===== src/rtl/ppu_frame_writer.sv =====
// Palette-maps the PPU pixel stream, packs four 2-bit shades per byte and writes the framebuffer.
// Optional macro PPU_FB_DBUF_EN: two frame buffers, the displayed one swapped at each frame_done.
module ppu_frame_writer #(
  parameter int H_PIX    = 160,
  parameter int V_LINES  = 144,
  parameter int ADDR_W   = 14,
  parameter int FB_BYTES = H_PIX * V_LINES / 4
) (
  input  logic              clk,
  input  logic              rst,
  input  logic [1:0]        px_in,
  input  logic              px_valid,
  input  logic [1:0]        ppu_mode,
  input  logic              lcd_en,
  input  logic [7:0]        bgp,
  output logic              fb_wr,
  output logic [ADDR_W-1:0] fb_addr,
  output logic [7:0]        fb_wdata,
  output logic              frame_done,
  output logic              fb_disp_sel,
  output logic              err_overflow,
  output logic              err_short
);
  localparam int         LINE_BYTES  = H_PIX / 4;
  localparam logic [1:0] MODE_HBLANK = 2'd0;
  localparam logic [1:0] MODE_VBLANK = 2'd1;
  localparam logic [1:0] MODE_DRAW   = 2'd3;

  typedef enum logic [2:0] {IDLE, LINE, LINE_DONE, WAIT, VBLANK} state_t;

  state_t            state;
  logic [1:0]        prev_mode;
  logic [7:0]        x;
  logic [7:0]        y;
  logic [1:0]        pack_cnt;
  logic [7:0]        acc;
  logic [ADDR_W-1:0] line_base;
  logic [ADDR_W-1:0] buf_offset;

  logic              accept;
  logic              byte_full;
  logic              hblank_entry;
  logic              vblank_entry;
  logic              line_short;
  logic [1:0]        shade;
  logic [7:0]        acc_next;
  logic [7:0]        x_next;
  logic [7:0]        flush_data;
  logic [2:0]        cnt_next;
  logic [ADDR_W-1:0] wr_addr;

  // Next-state view of the packer including this cycle's pixel, so a pixel that
  // coincides with H_BLANK entry is folded in before the line is closed.
  always_comb begin
    accept       = (state == LINE) && px_valid;
    shade        = bgp[{px_in, 1'b0} +: 2];
    acc_next     = accept ? {acc[5:0], shade} : acc;
    cnt_next     = {1'b0, pack_cnt} + (accept ? 3'd1 : 3'd0);
    x_next       = x + (accept ? 8'd1 : 8'd0);
    byte_full    = accept && (pack_cnt == 2'd3);
    hblank_entry = (prev_mode == MODE_DRAW) && (ppu_mode == MODE_HBLANK);
    vblank_entry = (prev_mode != MODE_VBLANK) && (ppu_mode == MODE_VBLANK);
    line_short   = (x_next != 8'(H_PIX));
    // Byte index of the most recently accepted pixel; only used when a write occurs.
    wr_addr      = line_base + ADDR_W'((x_next - 8'd1) >> 2) + buf_offset;
    case (cnt_next)
      3'd1:    flush_data = {acc_next[1:0], 6'b0};
      3'd2:    flush_data = {acc_next[3:0], 4'b0};
      3'd3:    flush_data = {acc_next[5:0], 2'b0};
      default: flush_data = acc_next;
    endcase
  end

  // NOTE: state is updated with non-blocking assignments under a synchronous reset,
  // so later assignments in this block override earlier ones within the same cycle.
  always_ff @(posedge clk) begin
    if (rst) begin
      state        <= IDLE;
      prev_mode    <= MODE_HBLANK;
      x            <= '0;
      y            <= '0;
      pack_cnt     <= '0;
      acc          <= '0;
      line_base    <= '0;
      fb_wr        <= 1'b0;
      fb_addr      <= '0;
      fb_wdata     <= '0;
      frame_done   <= 1'b0;
      err_overflow <= 1'b0;
      err_short    <= 1'b0;
    end else begin
      prev_mode  <= ppu_mode;
      fb_wr      <= 1'b0;
      frame_done <= 1'b0;
      if (!lcd_en) begin
        state     <= IDLE;
        x         <= '0;
        y         <= '0;
        pack_cnt  <= '0;
        line_base <= '0;
      end else if (vblank_entry) begin
        frame_done <= 1'b1;
        state      <= VBLANK;
        x          <= '0;
        y          <= '0;
        pack_cnt   <= '0;
        line_base  <= '0;
      end else begin
        if (accept) begin
          acc      <= acc_next;
          x        <= x_next;
          pack_cnt <= byte_full ? 2'd0 : cnt_next[1:0];
          if (byte_full) begin
            fb_wr    <= 1'b1;
            fb_addr  <= wr_addr;
            fb_wdata <= acc_next;
          end
          if (!line_short) state <= LINE_DONE;
        end
        if (state == LINE_DONE && px_valid) err_overflow <= 1'b1;

        if ((state == LINE || state == LINE_DONE) && hblank_entry) begin
          if (line_short) begin
            err_short <= 1'b1;
            if (!byte_full && cnt_next != 3'd0) begin
              fb_wr    <= 1'b1;
              fb_addr  <= wr_addr;
              fb_wdata <= flush_data;
            end
          end
          x         <= '0;
          pack_cnt  <= '0;
          y         <= y + 8'd1;
          line_base <= line_base + ADDR_W'(LINE_BYTES);
          state     <= WAIT;
        end else if ((state == IDLE || state == WAIT || state == VBLANK) &&
                     ppu_mode == MODE_DRAW && y < 8'(V_LINES)) begin
          state <= LINE;
        end
      end
    end
  end

`ifdef PPU_FB_DBUF_EN
  logic disp_sel;

  always_ff @(posedge clk) begin
    if (rst)                        disp_sel <= 1'b0;
    else if (lcd_en && vblank_entry) disp_sel <= ~disp_sel;
  end

  assign fb_disp_sel = disp_sel;
  assign buf_offset  = disp_sel ? '0 : ADDR_W'(FB_BYTES);
`else
  assign fb_disp_sel = 1'b0;
  assign buf_offset  = '0;
`endif

endmodule


===== config.mk =====
export PLATFORM = sky130hd
export DESIGN_NAME = ppu_frame_writer
export DESIGN_NICKNAME = d
export VERILOG_FILES = /design/src/rtl/ppu_frame_writer.sv
export SDC_FILE = /design/constraint.sdc
export NUM_CORES = 1
export LEC_CHECK = 0
export CAP_MARGIN = 20
export CORE_ASPECT_RATIO = 0.7
export CORE_UTILIZATION = 44
export CTS_BUF_LIST = sky130_fd_sc_hd__clkbuf_16
export DETAILED_ROUTE_END_ITERATION = 16
export PLACE_DENSITY = 0.72
export SYNTH_ARGS = -nofsm -noshare
export SYNTH_HDL_FRONTEND = slang
export SYNTH_SLANG_ARGS = --single-unit

===== constraint.sdc =====
create_clock -name clk -period 12.7 [get_ports clk]
set_input_delay 1.27 -clock clk [delete_from_list [all_inputs] [get_ports clk]]
set_output_delay 1.27 -clock clk [all_outputs]
set_load 0.02 [all_outputs]

==> reports/results.ini, run 1 <==
[status]
status=finished, final reports clean

[synth]
yosys.area_share.adder_pct=4.68
synth_xor_area_share_pct=8.30
synth-edff-count=0
synth_top_family_by_area=simple AND/OR/NAND/NOR gates
synthMuxAreaShare_pct=5.29
yosysSeqAreaShare_pct=34.9
syn_inst=464
syn_avg_cell_area_sq_um=8.41
synth_area_sq_mm=0.00390
synth-seq-cells=68
synth_compound_area_share_pct=18.8
ys_warn_count=0
synth_ff_type=dfxtp_1
synth-simple-area-share_pct=23.6
syn_nets=494
synth.distinct_cells=67
async_reset_ff_share_pct=0

[hold_path]
min-delay-start=acc[6]
hp-class=flop to flop
hold_end=acc[6]
whs_path_depth=2

[power]
p_leak_nw=1.60
power_mw=0.491
power.share.clock_pct=51.6
switchingPower_mw=0.0996
pwr-share-seq_pct=43.8
pwr-share-comb_pct=4.5
vdd_ir_drop_max_uv=89.3
power-per-cell-area_mw_per_mm2=106
switching_share_pct=20.3
internal_power_mw=0.391

[sta]
rsz0062_at_grt=false
finalHoldViolations=0
worst_pin_slew_ns=0.975
tns_ns=0
fin_crit_sh_pct=44.7
period_minus_slack_ns=5.68
maxSlewHeadroom_pct=35.0
finClkSkew_ns=0.00553
setup_violations=0
slew_violations=0
fmax_mhz=176

[detailed_routing]
met1_length_um=4220
num_vias=3433
dr.max_layer_used=met4
dr_wl_met2_um=4290
ant_nets=0
route.detailed.drc=0
dr.pass1.iters=5
wl_met3_um=502
wl_per_cell_um=14.8
drtIter0Drc=199
wl_um=9090
vias_per_cell=5.59

[clocking]
cts.repair.resized=0
clockBufferDepth=2
cts_root_buf=clkbuf_16
clock-sinks=68
cts_buffers=9
cts_max_level=3
clk_latency_ns=0.33
postCtsHoldBufs=0
clk_pin_slew_worst_paths_ns=0.05
postCtsSetupRepairBufs=0
tritoncts=yes

[critical_path]
critPathMaxFanout=30
reg2reg_depth=16
cp-start-kind=input port
critical_path_class=input port to flop
r2r-start=state[2]
cp.required_ns=12.95
endpoint_kind=flop
arrival_ns=5.93
r2r-end=fb_addr[13]
r2r_setup_slack_ns=7.92

[finish]
postLayoutCoreUtil_pct=54.6
fin_nets=522
antennaDiodeCount=0
final_common_cell=nor2_1
final_cell_mix=nor2_1, dfxtp_1, clkdlybuf4s50_1, nand2_1, a21oi_1
final_cells=614
final_layout_size_suffix_gt1_share_pct=7.09
area_delta_synth_final_pct=19.1
fin_area_sq_mm=0.00465

[grt]
grt_max_degree=37
grt_pass1_vias=3145
overflow=0
grt_pass1_wl_um=15000
antenna_found_initial=0
track_usage_pct=20.9

[die]
die_area_sq_mm=0.00926
core_area_sq_mm=0.00851
die_h_um=80.8
initial_core_util_pct=45.8
die_w_um=115
ios=43
rows=28

[placement]
place_inst=601
routabilityCongestion=0.858
portBuffers=41
hpwl_um=6360
placed_area_sq_mm=0.00435

[job]
maxCapViolCount=0

## critical path: stages
cell	delay [ns]
clkdlybuf4s50_1	0.43
and4bb_2	0.44
and2_1	0.26
ha_1	0.28
or4_4	0.45
o31a_1	0.12
a221o_1	0.47
xor2_1	0.22
ha_1	0.26
fa_1	0.44
a211o_1	0.35
a21oi_1	0.16
nor3b_1	0.09
o21a_1	0.18
o21ai_0	0.19
xor2_1	0.09
a211oi_1	0.21
## metal layers
metal	vias to the layer above	GRT usage [%]
met2	92	35.3
met5	-	0
met1	1626	27.0
met3	11	5.22
met4	0	5.19
li1	1704	-
## cell usage after synthesis (all sizes together) (2+ instances only)
cell type / number / share of area [%]
inv: 8 / 0.77
nor2b: 4 / 0.64
a32oi: 2 / 0.45
a21boi: 2 / 0.48
a21o: 3 / 0.58
a211oi: 8 / 1.9
o211ai: 4 / 0.77
nand2b: 9 / 1.6
a211o: 2 / 0.45
a31oi: 6 / 1.1
nor3b: 2 / 0.38
or2: 2 / 0.32
mux4: 2 / 1.2
ha: 13 / 4.2
or4: 2 / 0.48
a221o: 2 / 0.51
nand3b: 3 / 0.58
nand2: 34 / 3.3
o21a: 3 / 0.58
dfxtp: 68 / 35
xor2: 18 / 4.0
and2: 3 / 0.48
o21ai: 16 / 2.1
and3: 5 / 0.80
o31ai: 2 / 0.38
o21bai: 8 / 1.5
nand4: 7 / 1.1
nor2: 71 / 6.8
clkbuf: 15 / 1.4
mux2i: 15 / 3.8
nor4: 3 / 0.64
xnor2: 19 / 4.3
nand3: 24 / 3.1
a22oi: 2 / 0.38
a2111oi: 3 / 0.90
a21oi: 33 / 4.2
buf: 12 / 2.1
nor3: 5 / 0.90
or3: 7 / 1.1
## flip-flops by register name, indices dropped and copies added, names as in the netlist
| name | flops |
|---|---|
| fb_addr | 14 |
| line_base | 11 |
| acc | 8 |
| fb_wdata | 8 |
| x | 8 |
| y | 8 |
| state | 3 |
| pack_cnt | 2 |
| prev_mode | 2 |
| err_overflow | 1 |
| err_short | 1 |
| fb_wr | 1 |
| frame_done | 1 |
## cell type report
class	count	area (sq um)
Inverter	8	30.0
Clock inverter	4	68.8
Multi-Input combinational cell	361	2380
Tap cell	120	150
Fill cell	766	3870
Sequential cell	68	1360
Clock buffer	9	225
Timing Repair Buffer	44	433
## stage by stage
stage	setup WS [ns]	hold slack, ns
floorplan	7.12	0.436
finish	7.02	0.461
global route	6.76	0.494
CTS	7.05	0.460
detailed placement	6.71	0.453
global placement	6.89	0.447
## worst max path at each step
| stage | startpoint | end | slack [ns] | cells after the start |
|---|---|---|---|---|
| after floorplan | px_valid | fb_addr[13] | 7.12 | 21 |
| after global placement | px_valid | fb_addr[13] | 6.89 | 17 |
| after detailed placement | px_valid | fb_addr[13] | 6.71 | 17 |
| after CTS | px_valid | fb_addr[13] | 7.05 | 17 |
| after global routing | px_valid | fb_addr[13] | 6.76 | 17 |
| final | px_valid | fb_addr[13] | 7.02 | 17 |
## cell families after synthesis
logic type | after synthesis
muxes | 18
AOI/OAI and AO/OA | 105
adders and majority gates | 14
other | 1
and+or+nand+nor | 186
buffers and inverters | 35
xor gates and xnor gates | 37
DFF | 68
## power groups by stage
stage	clock, mW	sequential (mW)	combinational, mW
final	0.253	0.215	0.0223
after global routing	0.268	0.215	0.0243
after CTS	0.258	0.215	0.0223
after detailed placement	0	0.219	0.0221
after global placement	0	0.219	0.0218
after floorplan	0	0.219	0.0137
(Power assumes the default switching activity.)
==> run 2, diff against run 1 <==
Clock period 12.7 ns to 5.9 ns, I/O delays scaled along.
==> run 2 against run 1 <==
  * Flip-flop and latch count unchanged
  * Critical endpoint unchanged
  * Power rose by 120%
  * Clock power is 120% higher
  * Via count grew 1.4%
  * Worst hold slack lost 0.0032 ns
  * Clock-buffer cell count unchanged
  * Design area is 0.78% higher
  * First-iteration DRC count rose by 23%
  * Die area unchanged
  * Global-route usage increased by 0.55 points
  * Sequential share of layout area shrank 0.23 points
  * Setup slack worse by 5.8 ns
==> reports/results.ini, run 2 (same netlist as run 1, synthesis figures left out) <==
[grt]
track_usage_pct=21.5
grt_max_degree=37
grt_pass1_wl_um=15200
grt_pass1_vias=3268
antenna_found_initial=0
overflow=0

[power]
power.share.clock_pct=52.4
internal_power_mw=0.847
pwr-share-comb_pct=4.6
power-per-cell-area_mw_per_mm2=230
p_leak_nw=1.62
pwr-share-seq_pct=43.0
switching_share_pct=21.3
vdd_ir_drop_max_uv=197
switchingPower_mw=0.229

[sta]
rsz0062_at_grt=false
worst_pin_slew_ns=0.672
finalHoldViolations=0
setup_violations=0
finClkSkew_ns=0.00684
period_minus_slack_ns=4.71
fmax_mhz=212
tns_ns=0
maxSlewHeadroom_pct=55.1
slew_violations=0
fin_crit_sh_pct=79.9

[clocking]
postCtsHoldBufs=0
clockBufferDepth=2
cts_root_buf=clkbuf_16
clk_pin_slew_worst_paths_ns=0.05
postCtsSetupRepairBufs=0
clock-sinks=68
cts_max_level=3
clk_latency_ns=0.34
cts_buffers=9
tritoncts=yes
cts.repair.resized=0

[finish]
n_fill_cell=782
multiInputGateArea_sq_mm=0.00238
antennaDiodeCount=0
final-seq-area_sq_mm=0.00136
final_layout_size_suffix_gt1_share_pct=8.00
final_cell_mix=nor2_1, dfxtp_1, clkdlybuf4s50_1, nand2_1, a21oi_1
regMostFlops=fb_addr
final_common_cell=nor2_1
top_regs=fb_addr (14), line_base (11)
final_cells=620
largest_reg_flops=14
fin_nets=525
area_delta_synth_final_pct=20.0

[critical_path]
cp-start-kind=input port
arrival_ns=4.97
startpoint=px_valid
slowest_delay_ns=0.47
cp.required_ns=6.16
endpoint_kind=flop
critical_path_class=input port to flop
critPathSlowestCell=a221o_1
path_cells=clkdlybuf4s50_1, and4bb_2, and2_1, ha_1, or4_4, o31a_1, a221o_1, nor4_1, a21oi_1, xnor2_1, ha_1, a211o_1, a21oi_1, nor3b_1, o21a_1, o21ai_0, xor2_1, a211oi_1
critPathMaxFanout=8
reg2reg_depth=17
r2r-start=state[1]

[placement]
hpwl_um=6400
portBuffers=41
place_inst=604
routabilityCongestion=0.865

[detailed_routing]
dr.max_layer_used=met4
wl_per_cell_um=14.8
wl_met3_um=522
wl_um=9190
drtIter0Drc=244
num_vias=3481
dr.pass1.iters=4
ant_nets=0
met1_length_um=4320
route.detailed.drc=0
dr_wl_met2_um=4200
vias_per_cell=5.61

[die]
die_w_um=115
initial_core_util_pct=45.8
core_area_sq_mm=0.00851
die_area_sq_mm=0.00926
ios=43
rows=28
die_h_um=80.8

[hold_path]
hp-class=flop to flop
whs_path_depth=2
min-delay-start=acc[6]

[job]
maxCapViolCount=0

[status]
status=finished, final reports clean

## run 2: layout make-up
type	count	area share, %
multi-input combinational	361	50.8
tap	120	3.21
clock buffer	9	4.81
sequential	68	29.1
inverter	8	0.641
timing repair buffer	47	9.72
clock inverter	7	1.76
## run 2: stage by stage
stage	power, mW	hold slack, ns	setup WS (ns)	area (sq um)	util [%]
6_report	1.08	0.458	1.19	4680	55.0
5_1_grt	1.11	0.501	0.937	4680	55.0
4_1_cts	1.08	0.458	1.25	4680	55.0
3_5_place_dp	0.521	0.451	0.894	4380	51.4
3_3_place_gp	0.520	0.449	1.08	4380	51.4
2_1_floorplan	0.502	0.436	1.00	3900	-
## run 2: worst max-delay path, delay by kind of cell
family | cells | cell delay, ns
XOR/XNOR | 2 | 0.26
AO/OA/AOI/OAI | 8 | 1.75
AND/OR/NAND/NOR | 5 | 1.28
buffers and inverters | 1 | 0.43
adder cells (fa/ha/maj) | 2 | 0.63
## run 2: power groups by stage
stage,Combinational [mW],Sequential (mW),Clock [mW]
finish,0.0492,0.463,0.564
global route,0.0536,0.463,0.593
CTS,0.0491,0.463,0.573
detailed placement,0.0488,0.472,0
global placement,0.0476,0.472,0
floorplan,0.0295,0.472,0
## run 2: layer usage
metal | track usage [%] | up-vias
met5 | 0 | -
li1 | - | 1713
met3 | 6.49 | 17
met1 | 26.7 | 1644
met2 | 35.5 | 107
met4 | 7.92 | 0
## run 2: worst paths after layout
check | slack, ns | end
worst min-delay path | 0.46 | acc[6]
worst max-delay path | 1.19 | fb_addr[13]
worst min register to register | 0.46 | acc[6]
worst max register to register | 1.40 | fb_addr[13]
==> run 3, diff against run 2 <==
Settings changed: PLACE_DENSITY 0.72 to 0.74.
Clock period 5.9 ns to 3.97 ns, I/O delays scaled along.
==> run 3 against run 2 <==
  * Sequential power increased by 48%
  * Via count is 3.0% higher
  * Global-route usage rose by 1.1 points
  * Highest routed layer unchanged
  * Critical endpoint unchanged
  * Critical path depth fell by 1
  * Clock power rose by 24%
  * Worst hold slack gained 0.0040 ns
  * Non-clock buffer count is 27 higher
  * Setup slack worse by 1.1 ns
==> reports/results.ini, run 3 (same netlist as run 1, synthesis figures left out) <==
[hold_path]
min-delay-start=acc[7]
hp-class=flop to flop

[die]
ios=43
die_area_sq_mm=0.00926
die_h_um=80.8
rows=28
initial_core_util_pct=45.8
die_w_um=115
core_area_sq_mm=0.00851

[sta]
fin_crit_sh_pct=97.9
slew_violations=0
period_minus_slack_ns=3.89
finalHoldViolations=0
rsz0062_at_grt=true
setup_violations=0
maxSlewHeadroom_pct=42.2
finClkSkew_ns=0.00894
fmax_mhz=257
worst_pin_slew_ns=0.867
tns_ns=0

[detailed_routing]
ant_nets=0
wl_um=9590
dr.pass1.iters=5
wl_per_cell_um=14.8
drtIter0Drc=201
vias_per_cell=5.55
route.detailed.drc=0
num_vias=3587

[power]
p_leak_nw=1.74
vdd_ir_drop_max_uv=227
power-per-cell-area_mw_per_mm2=300

[critical_path]
path_cells=and4bb_2, and2_4, ha_4, or4_4, o31a_1, a221o_1, buf_6, xor2_1, ha_2, fa_2, a211o_1, a21oi_2, nor3b_2, o21a_1, o21ai_2, xor2_1, a211oi_1
critPathSlowestCell=or4_4
cp.required_ns=4.17
cp-start-kind=flop
critPathMaxFanout=5
startpoint=state[1]
critical_path_class=flop to flop
r2r-start=state[1]
arrival_ns=4.09
endpoint_kind=flop
slowest_delay_ns=0.42
crit_top_cell=xor2_1

[finish]
largest_reg_flops=14
n_fill_cell=784
final_layout_size_suffix_gt1_share_pct=15.4
top_regs=fb_addr (14), line_base (11)
antennaDiodeCount=0
area_delta_synth_final_pct=25.5
final_cells=646
fin_nets=552
final_common_cell=nor2_1
regMostFlops=fb_addr
final_cell_mix=nor2_1, dfxtp_1, clkdlybuf4s50_1, nand2_1, buf_4

[clocking]
clk_latency_ns=0.34
cts_max_level=3
clockBufferDepth=2
clock-sinks=68
tritoncts=yes
postCtsHoldBufs=0
cts_root_buf=clkbuf_16
clk_pin_slew_worst_paths_ns=0.06
cts_buffers=9

[grt]
grt_max_degree=37
track_usage_pct=22.6
antenna_found_initial=0
grt_pass1_vias=3507
grt_pass1_wl_um=16400
overflow=0

[placement]
hpwl_um=6740
place_inst=624
portBuffers=41
routabilityCongestion=0.908

[job]
maxCapViolCount=0

[status]
status=finished, final reports clean

## run 3: changes by cell type in the layout (fill, tap and decap cells not counted), moves of 2 or more
cell / previous run / this run
dfxtp_1: 68 / 66
ha_1: 13 / 11
a21oi_1: 33 / 31
a21oi_2: 0 / 2
clkinv_2: 3 / 5
buf_4: 6 / 32
bufinv_16: 2 / 0
## run 3: through the flow
step	instance area [sq um]	hold slack [ns]	total power [mW]	util, %	setup slack [ns]
after CTS	4860	0.461	1.48	57.1	0.0173
after global placement	4570	0.447	0.777	53.6	-0.308
after global routing	4900	0.486	1.52	57.5	-0.0769
after detailed placement	4570	0.453	0.780	53.6	-0.408
final	4900	0.462	1.47	57.5	0.0821
after floorplan	3970	0.436	0.747	-	-0.293
## run 3: repair_timing
| item | in CTS | in global routing |
|---|---|---|
| buffers inserted | 5 | 2 |
| pin swaps | 6 | 5 |
| gates resized for setup | 2 | 4 |
| setup endpoints to repair | 1 | 6 |
| hold endpoints to repair | 0 | 0 |
## run 3: final cells by class
type                       count  area, sq um  share of cell area [%]
tap                          120          150                    3.07
clock buffer                   9          225                    4.60
multi-input combinational    361         2430                    49.7
clock inverter                 6         32.5                   0.664
timing repair buffer          74          661                    13.5
sequential                    68         1370                    27.9
inverter                       8         30.0                   0.613
## run 3: final timing paths
check	endpoint	slack [ns]	depth (start not counted)
min	acc[7]	0.46	2
max	fb_addr[13]	0.08	17
min reg2reg	acc[7]	0.46	2
max reg2reg	fb_addr[13]	0.08	17
## run 3: layer usage
metal / GRT usage, % / share of wire, % / vias up
met5: 0 / 0 / -
met2: 36.2 / 45 / 116
met3: 5.67 / 6.1 / 13
met4: 8.05 / 1.3 / 0
met1: 29.7 / 47 / 1691
li1: - / - / 1767
## run 3: worst max-delay path, delay by kind of cell (launching register included)
kind / cells / cell delay (ns)
compound gates: 7 / 1.34
simple gates: 4 / 0.90
fa+ha+maj: 3 / 0.70
flops: 1 / 0.35
xor+xnor: 2 / 0.31
buf+inv: 1 / 0.15
## run 3: power by group
| group | leakage [nW] | switching, mW | internal, mW |
|---|---|---|---|
| clock network | 0.131 | 0.289 | 0.412 |
| registers | 0.549 | 0.00174 | 0.685 |
| logic | 1.06 | 0.0441 | 0.0364 |
